$ cat config.mk
export PLATFORM = sky130hd
export DESIGN_NAME = uart_host_rx
export DESIGN_NICKNAME = d
export VERILOG_FILES = /design/src/rtl/uart_host_rx.sv
export SDC_FILE = /design/constraint.sdc
export NUM_CORES = 1
export LEC_CHECK = 0
export ABC_AREA = 1
export CAP_MARGIN = 20
export CORE_UTILIZATION = 54
export CTS_CLUSTER_SIZE = 16
export DETAILED_ROUTE_END_ITERATION = 6
export PLACE_DENSITY = 0.84
export SLEW_MARGIN = 15
export SYNTH_ARGS = -nofsm -noshare
export SYNTH_HDL_FRONTEND = slang
export SYNTH_SLANG_ARGS = --single-unit
$ cat constraint.sdc
create_clock -name clk_i -period 4.25 [get_ports clk_i]
set_input_delay 0.425 -clock clk_i [delete_from_list [all_inputs] [get_ports clk_i]]
set_output_delay 0.425 -clock clk_i [all_outputs]
set_load 0.005 [all_outputs]
$ cat src/rtl/uart_host_rx.sv
// uart_host_rx: 8N1 serial receiver with mid-bit sampling feeding a small receive FIFO
module uart_host_rx #(
  parameter int CLKS_PER_BIT = 434,
  parameter int FIFO_DEPTH   = 8
) (
  input  logic       clk_i,
  input  logic       rst_i,
  input  logic       rx_i,
  output logic [7:0] data_o,
  output logic       valid_o,
  input  logic       ready_i,
  output logic       frame_err_o,
  output logic       overflow_o,
  output logic       busy_o
);
  localparam int CW = $clog2(CLKS_PER_BIT) + 1;
  localparam int AW = $clog2(FIFO_DEPTH);
  localparam logic [CW-1:0] FULL_BIT = CW'(CLKS_PER_BIT - 1);
  localparam logic [CW-1:0] HALF_BIT = CW'(CLKS_PER_BIT / 2 - 1);
  typedef enum logic [2:0] {IDLE, START, DATA, STOP, WAIT_IDLE} state_t;
  state_t state;
  logic [CW-1:0] cnt;
  logic [2:0] idx;
  logic [7:0] shreg;
  logic s1, rxs;
  logic [AW:0] wp, rp;
  logic [7:0] mem [FIFO_DEPTH];
  logic push, pop, full, wr;
  // Two-flop synchronizer; idle-high so both stages reset to 1
  always_ff @(posedge clk_i or posedge rst_i)
    if (rst_i) {rxs, s1} <= 2'b11;
    else {rxs, s1} <= {s1, rx_i};
  // Receive FSM: half-bit delay to the start-bit centre, then one full bit per sample
  always_ff @(posedge clk_i or posedge rst_i)
    if (rst_i) begin
      state <= IDLE;
      cnt <= '0;
      idx <= '0;
      shreg <= '0;
      frame_err_o <= 1'b0;
    end else begin
      frame_err_o <= 1'b0;
      case (state)
        IDLE:
          if (!rxs) begin
            state <= START;
            cnt <= HALF_BIT;
          end
        START:
          if (cnt != '0) cnt <= cnt - 1'b1;
          else if (rxs) state <= IDLE;
          else begin
            state <= DATA;
            cnt <= FULL_BIT;
            idx <= '0;
          end
        DATA:
          if (cnt != '0) cnt <= cnt - 1'b1;
          else begin
            shreg <= {rxs, shreg[7:1]};
            cnt <= FULL_BIT;
            idx <= idx + 3'd1;
            if (idx == 3'd7) state <= STOP;
          end
        STOP:
          if (cnt != '0) cnt <= cnt - 1'b1;
          else if (rxs) state <= IDLE;
          else begin
            state <= WAIT_IDLE;
            frame_err_o <= 1'b1;
          end
        WAIT_IDLE:
          if (rxs) state <= IDLE;
        default: state <= IDLE;
      endcase
    end
  assign busy_o = state != IDLE;
  assign push = state == STOP && cnt == '0 && rxs;
  assign full = wp[AW] != rp[AW] && wp[AW-1:0] == rp[AW-1:0];
  assign valid_o = wp != rp;
  assign pop = valid_o & ready_i;
  assign wr = push & (!full | pop);
  assign data_o = valid_o ? mem[rp[AW-1:0]] : '0;
  // FIFO storage; occupancy lives in the pointers so the array needs no reset
  always_ff @(posedge clk_i)
    if (wr) mem[wp[AW-1:0]] <= shreg;
  // FIFO pointers with wrap bit, plus overflow pulse when a full FIFO cannot take the byte
  always_ff @(posedge clk_i or posedge rst_i)
    if (rst_i) begin
      wp <= '0;
      rp <= '0;
      overflow_o <= 1'b0;
    end else begin
      if (wr) wp <= wp + 1'b1;
      if (pop) rp <= rp + 1'b1;
      overflow_o <= push & full & !pop;
    end
endmodule

==> results.yml, run 1 <==
sta:
  drv_slew: 0
  hold_ws_ns: 0.365
  max-slew-margin-rel: 0.380
  period_minus_slack_ns: 3.25
  fin_skew_ns: 0.0153
  rsz0062_at_grt: "no"
  finalSetupViolations: 0
  worst_slew_pin_slew_ns: 0.927
  timing.final.crit_share: 0.765
  setup_tns_ns: 0
  hold_viol_final: 0
  fmax_ghz: 0.308
die:
  die-area_um2: 9060
  die_h_um: 95.2
  coreArea_um2: 8300
  initial_utilization: 0.565
  pin_count: 16
  die_x_um: 95.2
  rows: 33
setup_path:
  crit_arrival_ns: 2.83
  path_max_fanout: 33
  r2r_slack_ns: 1.54
  crit_buf_inv: 2
  timing.rr.end: "mem[7][1]"
  r2r-start: "cnt[0]"
  crit_type: "reg2out"
  critPathLaunchType: "flop"
  cp.required_ns: 3.83
  cp_top_family: "buffers and inverters"
  setup.worst_path.end_class: "output pin"
  cp_slowest_stage_delay_ns: 0.78
  cp_slowest_cell: "inv_1"
  timing.critical_path.mode_cell: "o21ai_0"
  r2r_cells: 8
  crit_chain: "inv_1 -> o21ai_0 -> o21ai_0 -> o21ai_0 -> nor2_1 -> clkdlybuf4s50_1"
power_and_ir_drop:
  ir_worst_vdd_v: 0.000221
  powerDensity_nw_per_um2: 468
  p_leak_uw: 0.00222
  power.total_uw: 2380
final_layout:
  stdcell_count: 593
  nNetsFinal: 493
  diodes: 0
  layout-drive-gt1-share: 0.119
  n_fill_cell: 650
  stdcell_area_um2: 5090
  syn_to_final_growth_pct: 8.59
status:
  status: "finished clean"
synthesis:
  netlist.top_cell.by_area: "edfxtp_1"
  synth_area_leaders: "edfxtp_1 41%, dfrtp_1 18%, nor2_1 7.5%, o21ai_0 6.8%, nand2_1 5.7%"
  syn_area_per_cell_um2: 9.97
  syn_inst: 470
  synthArstFlopShare: 0.360
  synth_top_area_share: 0.410
  syn_nets: 480
  yosys_warnings: 0
  synth_cell_type_count: 36
  yosysMostFrequentCell: "nor2_1"
  netlist_area_um2: 4690
  synth_edf_count: 64
  synthTopCellsByCount: "94 x nor2_1, 71 x nand2_1, 64 x edfxtp_1, 64 x o21ai_0"
  synth_flop_cell: "edfxtp_1"
  yosysSeqAreaShare: 0.603
  ys_ff_latch: 100
routing:
  wire_per_inst_um: 15.6
  drt_pass1_iterations: 5
  wl_mm: 9.26
  drt_iter0_markers: 200
  dr_total_vias: 3343
  drc_errors: 0
  vias_per_cell: 5.64
  antenna_left: 0
min_path:
  hold_depth: 0
  hold_end: "rxs"
  worst_hold_startpoint: "s1"
  hold_class: "reg2reg"
job:
  drv_cap: 0
clock_network:
  root_buffer: "clkbuf_8"
  ctsHoldBuffers: 0
  htree_num_levels: 3
  cts_buffers: 9
  ctsLongestPathBuffers: 2
  cts_setup_buffers: 0
  clk_latency_ns: 0.36
  cts.sink_count: 100
  cts_tree: "done"
  cts_repair_resize_count: 0
  clk_pin_slew_ns: 0.10
global_routing:
  grt_use_total: 0.224
  grt_busiest_layer: "met2"
  grt_pass1_vias: 3251
  grt_max_degree: 37
  use_met3: 0.0447
  met2_usage: 0.378
  globalRouteOverflowTotal: 0
  met1_usage: 0.273
  grt_first_pass_wirelength_mm: 15.2
  antenna_found_initial: 0
placement:
  port_buffers: 15
  dp_hpwl_mm: 6.25
  dp_cells: 577
  place_area_um2: 4900
  place.gp.congestion: 0.909
-- layout by cell type (no fill, tap or decap), types with 2 or more instances in the layout --
| cell | count |
|---|---|
| a21oi_1 | 2 |
| a21oi_2 | 2 |
| buf_4 | 3 |
| clkbuf_8 | 9 |
| clkdlybuf4s50_1 | 15 |
| clkinv_1 | 2 |
| dfrtp_1 | 34 |
| dfstp_2 | 2 |
| edfxtp_1 | 64 |
| ha_1 | 6 |
| inv_1 | 24 |
| inv_2 | 6 |
| nand2_1 | 71 |
| nand2_2 | 5 |
| nand2_4 | 2 |
| nand3_1 | 34 |
| nand3_2 | 3 |
| nand3b_1 | 2 |
| nand4_1 | 4 |
| nor2_1 | 94 |
| nor2_2 | 4 |
| nor2_4 | 3 |
| nor2_8 | 2 |
| nor3_2 | 4 |
| o21ai_0 | 64 |
| o21ai_2 | 6 |
| xnor2_1 | 4 |
| xor2_1 | 5 |
-- power by group --
part           switching, uW  leakage [uW]  total (uW)  internal, uW
Sequential              74.7       0.00121        1120          1040
Combinational            360      0.000912         664           304
Clock                    325     0.0000943         598           273
-- area by class of cell --
| class | count | area, um2 | share of cell area |
|---|---|---|---|
| inverter | 31 | 116 | 0.0229 |
| sequential | 100 | 2830 | 0.555 |
| tap | 105 | 131 | 0.0258 |
| multi-input combinational | 323 | 1650 | 0.325 |
| clock buffer | 10 | 128 | 0.0251 |
| timing repair buffer | 18 | 173 | 0.0339 |
| clock inverter | 6 | 63.8 | 0.0125 |
-- flip-flops by register name, indices dropped and copies added, names as in the netlist --
register	count
rxs	1
frame_err_o	1
shreg	8
overflow_o	1
idx	3
cnt	10
rp	4
mem	64
wp	4
state	3
s1	1
-- stage by stage --
stage | utilization | setup slack, ns
after floorplan | - | 2.14
after global placement | 0.590 | 1.56
after detailed placement | 0.590 | 1.42
after CTS | 0.613 | 1.03
after global routing | 0.613 | 0.789
final | 0.613 | 0.998
-- worst max-delay path by stage --
stage,startpoint,to,slack (ns),depth (start not counted)
after floorplan,cnt[0],mem[1][0],2.14,8
after global placement,rp[0],data_o[5],1.56,6
after detailed placement,rp[0],data_o[2],1.42,6
after CTS,rp[0],data_o[2],1.03,6
after global routing,rp[0],data_o[7],0.79,6
final,rp[0],data_o[2],1.0,6
-- logic make-up (layout without fill, tap and decap cells) --
logic type                 Yosys count  in the layout  share of synthesized area
and+or+nand+nor                    232            232                      0.232
DFF                                100            100                      0.603
AOI/OAI and AO/OA                   76             76                     0.0881
buffers and inverters               47             65                     0.0446
xor gates and xnor gates             9              9                     0.0168
adders and majority gates            6              6                     0.0160
-- layer usage --
layer,up-vias,share of wire
met5,-,0
met4,0,0.019
met3,18,0.056
met2,122,0.51
met1,1594,0.42
li1,1609,-
Note: power is estimated with default switching activity, not from simulation.
==> run 2, diff against run 1 <==
- clock period: 4.25 -> 3 ns (I/O delays scaled with it)
==> run 2 against run 1 <==
  * Clock power rose by 37%
  * First-iteration DRC count is 79% higher
  * Global-route usage is 0.16 points higher
  * Die area is the same
  * Non-clock buffer count grew 3
  * Count of clock-buffer cells in the layout decreased by 1
  * Flip-flop and latch count unchanged
  * Design area grew 0.47%
  * Via count about the same
  * Combinational power rose by 60%
  * Clock skew down 0.0025 ns
  * Critical path type unchanged
  * Largest power group unchanged
==> results.yml, run 2 (same netlist as run 1, synthesis figures left out) <==
die:
  die-area_um2: 9060
  coreArea_um2: 8300
  die_h_um: 95.2
  initial_utilization: 0.565
  pin_count: 16
  rows: 33
  die_x_um: 95.2
sta:
  finalSetupViolations: 0
  max-slew-margin-rel: 0.551
  fmax_ghz: 0.363
  worst_slack_ns: 0.242
  rsz0062_at_grt: "no"
  timing.final.crit_share: 0.919
  worst_slew_pin_slew_ns: 0.670
  hold_viol_final: 0
  fin_skew_ns: 0.0128
  hold_ws_ns: 0.317
  setup_tns_ns: 0
  drv_slew: 0
  period_minus_slack_ns: 2.76
min_path:
  hold_class: "in2async"
global_routing:
  grt_pass1_vias: 3051
  grt_max_degree: 37
  grt_first_pass_wirelength_mm: 15.1
  grt_use_total: 0.226
  antenna_found_initial: 0
  globalRouteOverflowTotal: 0
clock_network:
  cts.sink_count: 100
  clk_pin_slew_ns: 0.10
  cts_buffers: 9
  htree_num_levels: 3
  root_buffer: "clkbuf_8"
  cts_tree: "done"
  ctsHoldBuffers: 0
  ctsLongestPathBuffers: 2
  cts_repair_resize_count: 0
  cts_setup_buffers: 0
  clk_latency_ns: 0.37
placement:
  port_buffers: 15
  dp_hpwl_mm: 6.32
  place.gp.congestion: 0.925
  dpl_worst_slack_ns: 0.604
  place_area_um2: 4920
routing:
  drt_iter0_markers: 358
  dr_total_vias: 3341
  wire_per_inst_um: 15.3
  drc_errors: 0
  drt_pass1_iterations: 5
  wl_mm: 9.14
  vias_per_cell: 5.61
  antenna_left: 0
final_layout:
  final_core_util: 0.616
  layout_common_cells: "94 x nor2_1, 71 x nand2_1, 64 x o21ai_0, 64 x edfxtp_1"
  syn_to_final_growth_pct: 9.10
  diodes: 0
  layout-drive-gt1-share: 0.126
  layout_commonest_cell: "nor2_1"
  n_fill_cell: 643
  nNetsFinal: 496
  largest_register_ffs: 64
  stdcell_area_um2: 5110
setup_path:
  r2r_slack_ns: 0.59
  path_max_fanout: 13
  critPathLaunchType: "flop"
  crit_arrival_ns: 2.46
  setup.worst_path.end_class: "output pin"
  cp.required_ns: 2.70
  crit_type: "reg2out"
power_and_ir_drop:
  p_leak_uw: 0.00223
  powerDensity_nw_per_um2: 663
  ir_worst_vdd_v: 0.000349
status:
  status: "finished clean"
job:
  drv_cap: 0
[run 2: cell count changes in the layout (fill, tap and decap cells not counted)]
| cell | previous run | this run |
|---|---|---|
| buf_4 | 3 | 6 |
| inv_8 | 0 | 3 |
| bufinv_16 | 1 | 0 |
| clkbuf_1 | 1 | 0 |
| clkinv_2 | 1 | 0 |
| clkinv_4 | 1 | 0 |
| clkinv_8 | 0 | 1 |
| clkinvlp_4 | 1 | 2 |
| inv_6 | 1 | 0 |
[run 2: power breakdown]
part / internal (uW) / total, uW / switching (uW)
sequential: 1480 / 1510 / 26.1
combinational: 450 / 1060 / 613
clock: 323 / 820 / 498
total: 2250 / 3390 / 1140
[run 2: path summary, 6_finish.rpt]
check,endpoint,cells after the start,from
worst max register to register,mem[3][6],8,cnt[0]
worst min-delay path,rp[3],3,rst_i
worst min register to register,rxs,0,s1
min in group clk_i,s1,1,rx_i
max in group asynchronous,rxs,3,rst_i
worst max-delay path,data_o[3],6,wp[0]
[run 2: per-stage QoR]
stage / total power [uW] / std cells
finish: 3390 / 596
global route: 3590 / 596
CTS: 3400 / 596
detailed placement: 2600 / 580
global placement: 2560 / 580
floorplan: 2210 / 470
[run 2: final cells by class]
class	count	area, um2	area share
clock buffer	9	124	0.0242
clock inverter	7	68.8	0.0135
inverter	31	116	0.0227
multi-input combinational	323	1650	0.323
sequential	100	2830	0.552
tap	105	131	0.0257
timing repair buffer	21	195	0.0382
[run 2: layer usage]
| layer | vias up | wire, um | track usage |
|---|---|---|---|
| met1 | 1571 | 4150 | 0.328 |
| met5 | - | 0 | 0 |
| met3 | 16 | 658 | 0.0423 |
| li1 | 1612 | - | - |
| met2 | 142 | 4170 | 0.333 |
| met4 | 0 | 159 | 0.0960 |
[run 2: critical path: stages (launching register included)]
cell and delay, ns:
dfrtp_1 0.62, xor2_1 0.21, nor2_2 0.07, nand3_1 0.36, o21ai_0 0.21, nor2_1 0.12
clkdlybuf4s50_1 0.50
==> run 3, diff against run 2 <==
- CORE_UTILIZATION: 54 -> 45
- PLACE_DENSITY: 0.84 -> 0.74
==> run 3 against run 2 <==
  * Combinational power is essentially flat
  * Hold slack gained 0.021 ns
  * Via count shrank 1.5%
  * Largest power group unchanged
  * Maximum frequency shrank 0.61%
  * Largest cell class unchanged
  * Critical path depth grew 1
  * Die area grew 20%
  * Critical endpoint is now data_o[2]
==> results.yml, run 3 (same netlist as run 1, synthesis figures left out) <==
clock_network:
  htree_num_levels: 3
  clk_latency_ns: 0.37
  cts_buffers: 9
  cts_tree: "done"
  ctsHoldBuffers: 0
  clk_pin_slew_ns: 0.09
  root_buffer: "clkbuf_8"
  ctsLongestPathBuffers: 2
  cts.sink_count: 100
  cts_repair_resize_count: 0
  cts_setup_buffers: 0
sta:
  period_minus_slack_ns: 2.77
  max-slew-margin-rel: 0.417
  rsz0062_at_grt: "no"
  setup_tns_ns: 0
  timing.final.crit_share: 0.925
  fmax_ghz: 0.360
  fin_skew_ns: 0.0145
  hold_ws_ns: 0.337
  worst_slew_pin_slew_ns: 0.873
  hold_viol_final: 0
  finalSetupViolations: 0
  drv_slew: 0
setup_path:
  cp.required_ns: 2.70
  setup.worst_path.end_class: "output pin"
  r2r-start: "cnt[0]"
  r2r_cells: 8
  crit_arrival_ns: 2.47
  timing.rr.end: "mem[5][7]"
  critPathLaunchType: "flop"
  path_max_fanout: 36
  crit_type: "reg2out"
  r2r_slack_ns: 0.56
power_and_ir_drop:
  power_frac_clock: 0.233
  p_int_uw: 2250
  combPwrFrac: 0.322
  p_leak_uw: 0.00225
  ir_worst_vdd_v: 0.000500
  powerDensity_nw_per_um2: 652
  netSwitchingPower_uw: 1130
  p_seq_frac: 0.445
  power_switching_share: 0.334
routing:
  drc_errors: 0
  vias_per_cell: 5.22
  dr_total_vias: 3291
  wire_per_inst_um: 14.7
  antenna_left: 0
  drt_pass1_iterations: 5
  drt_iter0_markers: 229
  wl_mm: 9.25
die:
  pin_count: 16
  rows: 36
  die_h_um: 104
  coreArea_um2: 9950
  die_x_um: 104
  die-area_um2: 10800
  initial_utilization: 0.471
final_layout:
  diodes: 0
  nNetsFinal: 502
  largest_register_ffs: 64
  layout_commonest_cell: "nor2_1"
  layout-drive-gt1-share: 0.139
  stdcell_area_um2: 5180
  syn_to_final_growth_pct: 10.6
  final_core_util: 0.521
  layout_common_cells: "94 x nor2_1, 71 x nand2_1, 64 x o21ai_0, 64 x edfxtp_1, 34 x dfrtp_1"
global_routing:
  antenna_found_initial: 0
  grt_first_pass_wirelength_mm: 16.3
  grt_use_total: 0.191
  grt_max_degree: 37
  globalRouteOverflowTotal: 0
  grt_pass1_vias: 3174
min_path:
  hold_class: "in2reg"
  hold_depth: 1
  hold_end: "s1"
  worst_hold_startpoint: "rx_i"
placement:
  port_buffers: 15
  place.gp.congestion: 0.848
  place_area_um2: 5000
  dp_hpwl_mm: 6.31
status:
  status: "finished clean"
job:
  drv_cap: 0
## run 3: worst max-delay path by stage
stage / startpoint / endpoint / slack, ns / cells past startpoint
floorplan: cnt[0] / mem[1][0] / 0.89 / 8
global placement: cnt[0] / mem[5][5] / 0.59 / 8
detailed placement: rp[0] / data_o[2] / 0.50 / 7
CTS: rp[0] / data_o[2] / 0.09 / 7
global route: rp[0] / data_o[2] / 0.06 / 7
finish: rp[0] / data_o[2] / 0.23 / 7
## run 3: layer usage
metal | vias up | wire length [um] | part of all wire | global-route usage
li1 | 1621 | - | - | -
met1 | 1586 | 4400 | 0.48 | 0.274
met2 | 73 | 4310 | 0.47 | 0.290
met3 | 11 | 428 | 0.046 | 0.0382
met4 | 0 | 106 | 0.011 | 0.0622
met5 | - | 0 | 0 | 0
## run 3: power groups by stage
| stage | sequential (uW) | combinational (uW) | clock (uW) |
|---|---|---|---|
| global placement | 1530 | 1050 | 0 |
| global route | 1510 | 1250 | 863 |
| CTS | 1500 | 1090 | 798 |
| finish | 1500 | 1090 | 786 |
| detailed placement | 1530 | 1080 | 0 |
| floorplan | 1530 | 678 | 0 |
## run 3: critical path, cell delays in order, from the launching register on
cell and delay [ns]:
dfrtp_1 0.40, buf_4 0.38, xor2_1 0.21, nor2_2 0.08, nand3_2 0.21, o21ai_0 0.19
nor2_1 0.13, clkdlybuf4s50_1 0.50
## run 3: per-stage QoR
| step | worst slack, ns | cells | power (uW) |
|---|---|---|---|
| finish | 0.225 | 630 | 3380 |
| floorplan | 0.895 | 470 | 2210 |
| detailed placement | 0.504 | 614 | 2610 |
| global placement | 0.592 | 614 | 2580 |
| CTS | 0.0900 | 630 | 3380 |
| global route | 0.0627 | 630 | 3620 |
## run 3: cell type report
class / count / area [um2]
clock inverter: 6 / 45.0
timing repair buffer: 27 / 240
clock buffer: 10 / 128
fill: 858 / 4770
tap: 133 / 166
sequential: 100 / 2830
inverter: 31 / 120
multi-input combinational: 323 / 1660
